===== src/rtl/arm_decode_stage.sv =====
// arm_decode_stage: registered decode with NZCV condition check,
// branch-shadow squashing and an output FIFO toward execute.
module arm_decode_stage #(
    parameter int DEPTH  = 2,
    parameter int SHADOW = 2
) (
    input  logic        clk,
    input  logic        reset_n,
    input  logic        flush,
    input  logic        in_valid,
    output logic        in_ready,
    input  logic [31:0] in_instr,
    input  logic [1:0]  flag_we,
    input  logic [3:0]  flag_in,
    output logic        out_valid,
    input  logic        out_ready,
    output logic [31:0] out_instr,
    output logic        out_regwrite,
    output logic        out_memwrite,
    output logic        out_memtoreg,
    output logic        out_alusrc,
    output logic        out_branch,
    output logic        out_condpass,
    output logic [1:0]  out_immsrc,
    output logic [2:0]  out_aluctl,
    output logic [1:0]  out_flagw,
    output logic [3:0]  flags
);

    localparam int AW = (DEPTH > 1) ? $clog2(DEPTH) : 1;
    localparam int CW = $clog2(SHADOW + 2);
    localparam logic [AW:0] FULL_CNT = (AW + 1)'(DEPTH);

    typedef struct packed {
        logic [31:0] instr;
        logic        regwrite;
        logic        memwrite;
        logic        memtoreg;
        logic        alusrc;
        logic        branch;
        logic        condpass;
        logic [1:0]  immsrc;
        logic [2:0]  aluctl;
        logic [1:0]  flagw;
    } entry_t;

    entry_t         mem [DEPTH];
    entry_t         dec;
    entry_t         head;
    logic [AW-1:0]  wptr, rptr;
    logic [AW:0]    count;
    logic [CW-1:0]  shadow;
    logic [3:0]     eff;
    logic [1:0]     op;
    logic [3:0]     f;
    logic           s, cond_ok, cmp_op;
    logic [2:0]     alu_dp;
    logic           accept, squash, push, pop, taken;

    assign op     = in_instr[27:26];
    assign f      = in_instr[24:21];
    assign s      = in_instr[20];
    assign cmp_op = (f[3:2] == 2'b10);

    assign eff[3:2] = flag_we[1] ? flag_in[3:2] : flags[3:2];
    assign eff[1:0] = flag_we[0] ? flag_in[1:0] : flags[1:0];

    // condition field evaluated on bypassed flags
    always_comb begin
        cond_ok = 1'b0;
        case (in_instr[31:28])
            4'h0: cond_ok = eff[2];
            4'h1: cond_ok = !eff[2];
            4'h2: cond_ok = eff[1];
            4'h3: cond_ok = !eff[1];
            4'h4: cond_ok = eff[3];
            4'h5: cond_ok = !eff[3];
            4'h6: cond_ok = eff[0];
            4'h7: cond_ok = !eff[0];
            4'h8: cond_ok = eff[1] && !eff[2];
            4'h9: cond_ok = !eff[1] || eff[2];
            4'hA: cond_ok = (eff[3] == eff[0]);
            4'hB: cond_ok = (eff[3] != eff[0]);
            4'hC: cond_ok = !eff[2] && (eff[3] == eff[0]);
            4'hD: cond_ok = eff[2] || (eff[3] != eff[0]);
            4'hE: cond_ok = 1'b1;
            default: cond_ok = 1'b0;
        endcase
    end

    // data-processing ALU control by function field
    always_comb begin
        alu_dp = 3'b000;
        case (f)
            4'h0, 4'hC:               alu_dp = 3'b000;
            4'h1, 4'hD, 4'hE, 4'hF:   alu_dp = 3'b001;
            4'h2, 4'h3, 4'hA:         alu_dp = 3'b010;
            4'h4, 4'hB:               alu_dp = 3'b011;
            4'h5:                     alu_dp = 3'b100;
            4'h6:                     alu_dp = 3'b101;
            4'h7:                     alu_dp = 3'b110;
            default:                  alu_dp = 3'b111;
        endcase
    end

    // main decoder; a failed condition kills all side effects
    always_comb begin
        dec          = '0;
        dec.instr    = in_instr;
        dec.condpass = cond_ok;
        case (op)
            2'b00: begin
                dec.regwrite = !cmp_op;
                dec.alusrc   = in_instr[25];
                dec.aluctl   = alu_dp;
                dec.flagw    = (s || cmp_op) ? 2'b11 : 2'b00;
            end
            2'b01: begin
                dec.alusrc   = 1'b1;
                dec.immsrc   = 2'b01;
                dec.aluctl   = 3'b011;
                dec.regwrite = s;
                dec.memtoreg = s;
                dec.memwrite = !s;
            end
            2'b10: begin
                dec.branch = 1'b1;
                dec.immsrc = 2'b10;
            end
            default: ;
        endcase
        if (!cond_ok) begin
            dec.regwrite = 1'b0;
            dec.memwrite = 1'b0;
            dec.flagw    = 2'b00;
            dec.branch   = 1'b0;
        end
    end

    assign in_ready  = (count != FULL_CNT);
    assign out_valid = (count != '0);
    assign accept    = in_valid && in_ready && !flush;
    assign squash    = accept && (shadow != '0);
    assign push      = accept && !squash;
    assign pop       = out_valid && out_ready && !flush;
    assign taken     = push && (op == 2'b10) && cond_ok;

    // FIFO pointers, occupancy and branch-shadow counter
    always_ff @(posedge clk or negedge reset_n) begin
        if (!reset_n) begin
            wptr   <= '0;
            rptr   <= '0;
            count  <= '0;
            shadow <= '0;
        end else if (flush) begin
            wptr   <= '0;
            rptr   <= '0;
            count  <= '0;
            shadow <= '0;
        end else begin
            if (push) wptr <= wptr + AW'(1);
            if (pop)  rptr <= rptr + AW'(1);
            case ({push, pop})
                2'b10:   count <= count + (AW + 1)'(1);
                2'b01:   count <= count - (AW + 1)'(1);
                default: ;
            endcase
            if (squash)     shadow <= shadow - CW'(1);
            else if (taken) shadow <= CW'(SHADOW);
        end
    end

    // NZCV register follows execute every cycle
    always_ff @(posedge clk or negedge reset_n) begin
        if (!reset_n) flags <= 4'b0000;
        else          flags <= eff;
    end

    // FIFO storage; validity is tracked by the pointers
    always_ff @(posedge clk) begin
        if (push) mem[wptr] <= dec;
    end

    assign head         = out_valid ? mem[rptr] : '0;
    assign out_instr    = head.instr;
    assign out_regwrite = head.regwrite;
    assign out_memwrite = head.memwrite;
    assign out_memtoreg = head.memtoreg;
    assign out_alusrc   = head.alusrc;
    assign out_branch   = head.branch;
    assign out_condpass = head.condpass;
    assign out_immsrc   = head.immsrc;
    assign out_aluctl   = head.aluctl;
    assign out_flagw    = head.flagw;

endmodule


===== config.mk =====
export PLATFORM = sky130hd
export DESIGN_NAME = arm_decode_stage
export DESIGN_NICKNAME = d
export VERILOG_FILES = /design/src/rtl/arm_decode_stage.sv
export SDC_FILE = /design/constraint.sdc
export NUM_CORES = 1
export LEC_CHECK = 0
export BUFFER_PORTS_ARGS = -buffer_cell sky130_fd_sc_hd__buf_2
export CAP_MARGIN = 20
export CORE_ASPECT_RATIO = 0.6
export CORE_UTILIZATION = 41
export CTS_BUF_LIST = sky130_fd_sc_hd__clkbuf_16
export CTS_CLUSTER_DIAMETER = 120
export CTS_CLUSTER_SIZE = 40
export DETAILED_ROUTE_END_ITERATION = 7
export PLACE_DENSITY_LB_ADDON = 0.15
export SLEW_MARGIN = 20
export SYNTH_ARGS = -nofsm -noshare
export SYNTH_HDL_FRONTEND = slang
export SYNTH_SLANG_ARGS = --single-unit

===== constraint.sdc =====
create_clock -name clk -period 4 [get_ports clk]
set_clock_uncertainty 0.15 [all_clocks]
set_input_delay 0.4 -clock clk [delete_from_list [all_inputs] [get_ports clk]]
set_output_delay 0.4 -clock clk [all_outputs]
set_load 0.005 [all_outputs]

==> Yosys cells after proc, flatten, opt, wreduce, memory -nomap -nowiden <==
Memories as Yosys holds them, arrays and structs flattened.
Index checks and enable logic that the tools add are counted.
Widths: inputs -> output; s select.
{ "totals": {"register_bits": 10, "ram_bits": 90, "rom_bits": 48, "in_bits": 43, "mem_count": 2} }
{ "op_classes": {"add_sub_neg": 5, "n_eq_ne": 22, "mux": 26, "reduce_logical": 29} }
{ "mem_list": {"columns": ["memory", "words", "width", "read_ports", "rd_clocked_by_memory_dff", "wr", "line", "source"], "rows": [
  ["mem", 2, 45, 1, 0, 1, "47", "entry_t mem [DEPTH];"],
  ["(no name shown)", 16, 3, 1, 0, 0, "94", "case (f)"]
]} }
{ "op_table": {"columns": ["cell", "n"], "rows": [
  ["$mux 45", 1],
  ["$eq 4x4->1 const B", 7],
  ["$mux 2", 11],
  ["$eq 4x3->1 const B", 4],
  ["$pmux 1 s15", 1],
  ["$logic_and 1x1->1", 10],
  ["$eq 4x2->1 const B", 2],
  ["$logic_not 1->1", 8],
  ["$mux 1", 8],
  ["$pmux 2 s2", 2],
  ["$reduce_bool 2->1", 4],
  ["$eq 2x2->1 const B", 3],
  ["$pmux 3 s2", 1],
  ["$reduce_bool 3->1", 2],
  ["$eq 2x1->1 const B", 2],
  ["$eq 4x1->1 const B", 1],
  ["$logic_not 4->1", 1],
  ["$pmux 1 s2", 2],
  ["$sub 2x1->2 const B", 2],
  ["$logic_or 1x1->1", 3],
  ["$add 1x1->1 const B", 2],
  ["$add 2x1->2 const B", 1],
  ["$logic_not 2->1", 1],
  ["$ne 2x2->1 const B", 1],
  ["2 further kinds", 2]
]} }

==> Depth between registers and ports, before layout <==
{ "depth": {"ltp_word": 11, "mapped_depth": 9} }

==> Least setup slack after synthesis <==
OpenSTA, ideal clock, no wires.
{ "synth_timing": {"path_kind": "input port to flip-flop", "startpoint": "in flush", "endpoint": "mem mem[0][10] in the netlist's numbering, enable pin", "setup_time_ns": 0.446, "arrival_ns": 3.013, "required_ns": 3.404, "path_slack_ns": 0.391, "stages": 4, "cell_sequence": "clkbuf_1 -> nor3b_1 -> nand2_1 -> nor2_1"} }
{ "synth_between": {"elab_chain_cells": 7} }
{ "synth_lines": {"columns": ["element", "line", "source"], "rows": [
  ["from (decl)", "9", "input logic flush,"],
  ["$logic_not 1->1 (*)", "142", "assign accept = in_valid && in_ready && !flush;"],
  ["$logic_and 1x1->1 (*)", "142", null],
  ["$logic_and 1x1->1", "143", "assign squash = accept && (shadow != '0);"],
  ["$logic_not 1->1", "144", "assign push = accept && !squash;"],
  ["$logic_and 1x1->1 (*)", "144", null],
  ["$mux 1 (*)", "181", "if (push) mem[wptr] <= dec;"],
  ["$mux 1 (implied by the code) (*)", "181", null],
  ["to (decl)", "47", null]
]} }
Every way passes the cells marked *; elsewhere a longest branch is shown, timed or not.

==> Final worst setup path <==
{ "layout_timing": {"startpoint": "reg count[1]", "endpoint": "mem mem[0][8] in the netlist's numbering, enable pin"} }
{ "layout_between": {"elab_chain_cells": 8} }
{ "layout_lines": {"columns": ["element", "line", "source"], "rows": [
  ["from (decl)", "51", "logic [AW:0] count;"],
  ["from (signal assigned)", "164", "2'b10: count <= count + (AW + 1)'(1);"],
  ["from (signal assigned)", "165", "2'b01: count <= count - (AW + 1)'(1);"],
  ["$ne 2x2->1 (*)", "140", "assign in_ready = (count != FULL_CNT);"],
  ["$logic_and 1x1->1 (*) (2 in series)", "142", null],
  ["$logic_and 1x1->1", "143", null],
  ["$logic_not 1->1", "144", null],
  ["$logic_and 1x1->1 (*)", "144", null],
  ["$mux 1 (*)", "181", null],
  ["$mux 1 (implied by the code) (*)", "181", null]
]} }
Marked as above.

==> key figures <==
Hold path
  – Worst hold path type: primary input to flop

Clocking
  – Cts bufs inserted: 9
  – Latest clock arrival within the worst-skew pair: 340 ps
  – Clock buffer depth: 2
  – PostCTS Resize Cnt: 0
  – Clk slew on worst S/H paths: 60 ps
  – Clk root buf: clkbuf_16
  – H-Tree Depth: 3
  – Post-CTS setup buffers: 0
  – CTS tree: built
  – Clock sink count: 98

Yosys
  – Sequential area share after synthesis: 68.7%
  – Most common cell in the netlist: edfxtp_1
  – Synth area leader: edfxtp_1
  – Synth cell count leaders: edfxtp_1 (88), nor2_1 (62), mux2i_1 (46), dfrtp_1 (10), inv_1 (10)
  – Top cell type's share of synthesized area: 62.7%
  – Netlist area before placement: 0.00421 mm^2
  – Leading post-synthesis cells by cell area: edfxtp_1 (63%), mux2i_1 (11%), dfrtp_1 (5.9%)
  – Post-synth ARST share: 10.2%
  – Synth Area per Inst: 14.1 um^2
  – Ys Warns: 0
  – Post-synthesis cell type count: 48
  – Cells after synthesis: 298
  – Ys flop type: edfxtp_1
  – Synth Register Bits: 98
  – Post-Syn Nets: 345
  – Post-synth EDFFs: 88

Critical path
  – Critical path class: flop to flop
  – Worst Path Max Fanout: 25
  – Crit path cell chain: nor2b_1 > nor3b_1 > nand2_1 > nor2_4 > buf_4
  – CP Launch Type: flop
  – Critical Path AT: 2680 ps
  – Critical Path RT: 3890 ps
  – CP delay by family, top: simple AND/OR/NAND/NOR gates
  – Slowest CP cell: nor2_4
  – Worst setup EP type: flop
  – Max incr delay on CP: 620 ps
  – Worst path bufs/invs: 1

Global route
  – Gr usage total: 16.3%
  – GR Overflow Total: 0
  – Largest net degree at the start of global routing: 46
  – Vias in the first global route: 2506
  – First-pass GRT wire length: 12800 um
  – Initial antenna violation count: 0

Pwr
  – Peak VDD IR: 0.227 mV
  – P per Cell Area: 540 mW/mm^2
  – Final Power: 2.82 mW
  – Static Leak: 2.04 nW

Final layout
  – Proportion of layout cells with a drive suffix above 1: 32.0%
  – N_diodes: 0
  – Fin nets: 442
  – Post-route insts no fill: 535
  – Area of the multi-input gates: 0.00123 mm^2
  – Fill cells: 893
  – Seq. cell area: 0.00289 mm^2
  – Syn-to-layout area delta: 24.2%

Detailed routing
  – Final ANT Viol Nets: 0
  – WL/cell: 15.2 um
  – Drt first-iter violations: 146
  – Drc violations: 0
  – Vias/cell: 4.89
  – First drt pass iteration count: 4
  – Vias: 2616
  – DRT Wirelength: 8120 um

Floorplanning
  – Starting Density: 42.5%
  – Chip Height: 80.5 um
  – Core Rows: 28
  – Core area: 0.00991 mm^2
  – # IOs: 94
  – Chip width: 133 um
  – Die ar.: 0.0107 mm^2

Timing
  – Final number of setup-violating endpoints: 0
  – Worst Tran Pin Value: 780 ps
  – Fmax: 0.359 GHz
  – Final Max Slew Viols: 0
  – Tcrit/Tclk final: 69.7%
  – Setup_tns: 0 ps
  – Relative slew slack: 48.0%
  – Hold Vio Cnt, Final: 0
  – Worst hold slack: 96.5 ps
  – Worst Setup Slack, final: 1210 ps
  – RSZ-0062 raised after global routing: false
  – Min cycle time layout: 2790 ps

Placed design
  – I/O Buffers: 93
  – Routability congestion estimate from global placement: 0.755
  – Pre-CTS setup slack: 1200 ps
  – HPWL Detailed: 5310 um
  – Inst Count DP: 517

Status
  – Status: completed

Job
  – Max-cap violations: 0
==> routing by layer <==
| metal | track usage [%] | routed length (um) |
|---|---|---|
| met4 | 6.21 | 141 |
| met2 | 23.9 | 3450 |
| met3 | 5.49 | 433 |
| met5 | 0 | 0 |
| met1 | 22.1 | 4100 |
==> power by group <==
part	total [mW]	internal (mW)	switching, mW
Sequential	1.28	1.23	0.0528
Combinational	0.511	0.219	0.292
Clock	1.03	0.674	0.357
Total	2.82	2.12	0.701
==> sequential cells by signal, indices dropped and copies added (netlist names) <==
register	cells
shadow	2
mem	88
flags	4
wptr	1
count	2
rptr	1
==> cell type report <==
| type | count | area share [%] |
|---|---|---|
| flip-flops and latches | 98 | 55.3 |
| multi-input cells | 175 | 23.5 |
| repair buffers | 100 | 10.2 |
| clock buffers | 9 | 4.31 |
| well taps | 135 | 3.23 |
| clock inverters | 7 | 2.66 |
| inverters | 11 | 0.789 |
==> layout by cell type (no fill, tap or decap), types with 2 or more instances in the layout <==
cell type and count:
or3_1 2, nor3b_1 3, nor2_4 2, a21oi_1 5, nor2_1 60, a211oi_1 3, dfrtp_1 9, edfxtp_1 88
clkinv_2 2, o21a_1 2, a311oi_1 2, buf_2 93, o21ai_0 3, inv_1 10, nand3b_1 2, buf_4 5
ha_1 4, bufinv_16 4, nor3_1 2, nand2_1 7, and2b_1 2, clkbuf_16 9, mux2i_1 46, nand3_1 2
nor2b_1 2
==> stage by stage <==
| stage | util [%] | cell area [um^2] |
|---|---|---|
| global route | 52.8 | 5230 |
| detailed placement | 48.8 | 4840 |
| CTS | 52.5 | 5210 |
| finish | 52.8 | 5230 |
| global placement | 48.8 | 4840 |
| floorplan | - | 4210 |
==> worst paths after layout <==
check	slack, ps	startpoint	cells after the start	endpoint
worst max-delay path	1210	count[1]	5	mem[0][8]
worst min register to register	410	flags[3]	2	flags[3]
max in group asynchronous	3160	reset_n	2	rptr
min in group asynchronous	310	reset_n	2	shadow[0]
worst max register to register	1210	count[1]	5	mem[0][8]
worst min-delay path	100	in_instr[0]	1	mem[0][13]
==> cell families (layout without fill, tap and decap cells) <==
| kind of cell | Yosys count | count (layout) | synth area share (%) |
|---|---|---|---|
| mux | 49 | 49 | 12.1 |
| simple gates | 93 | 93 | 10.2 |
| compound gates | 26 | 26 | 4.55 |
| fa+ha+maj | 4 | 4 | 1.19 |
| buf+inv | 25 | 127 | 2.53 |
| flops | 98 | 98 | 68.7 |
| xor+xnor | 3 | 3 | 0.802 |
==> what timing repair did <==
action | CTS | global route
hold buffers | 1 | 0
hold endpoints to repair | 10 | 0
setup endpoints to repair | 0 | 0
No activity file was read; power rests on OpenSTA's default activity.
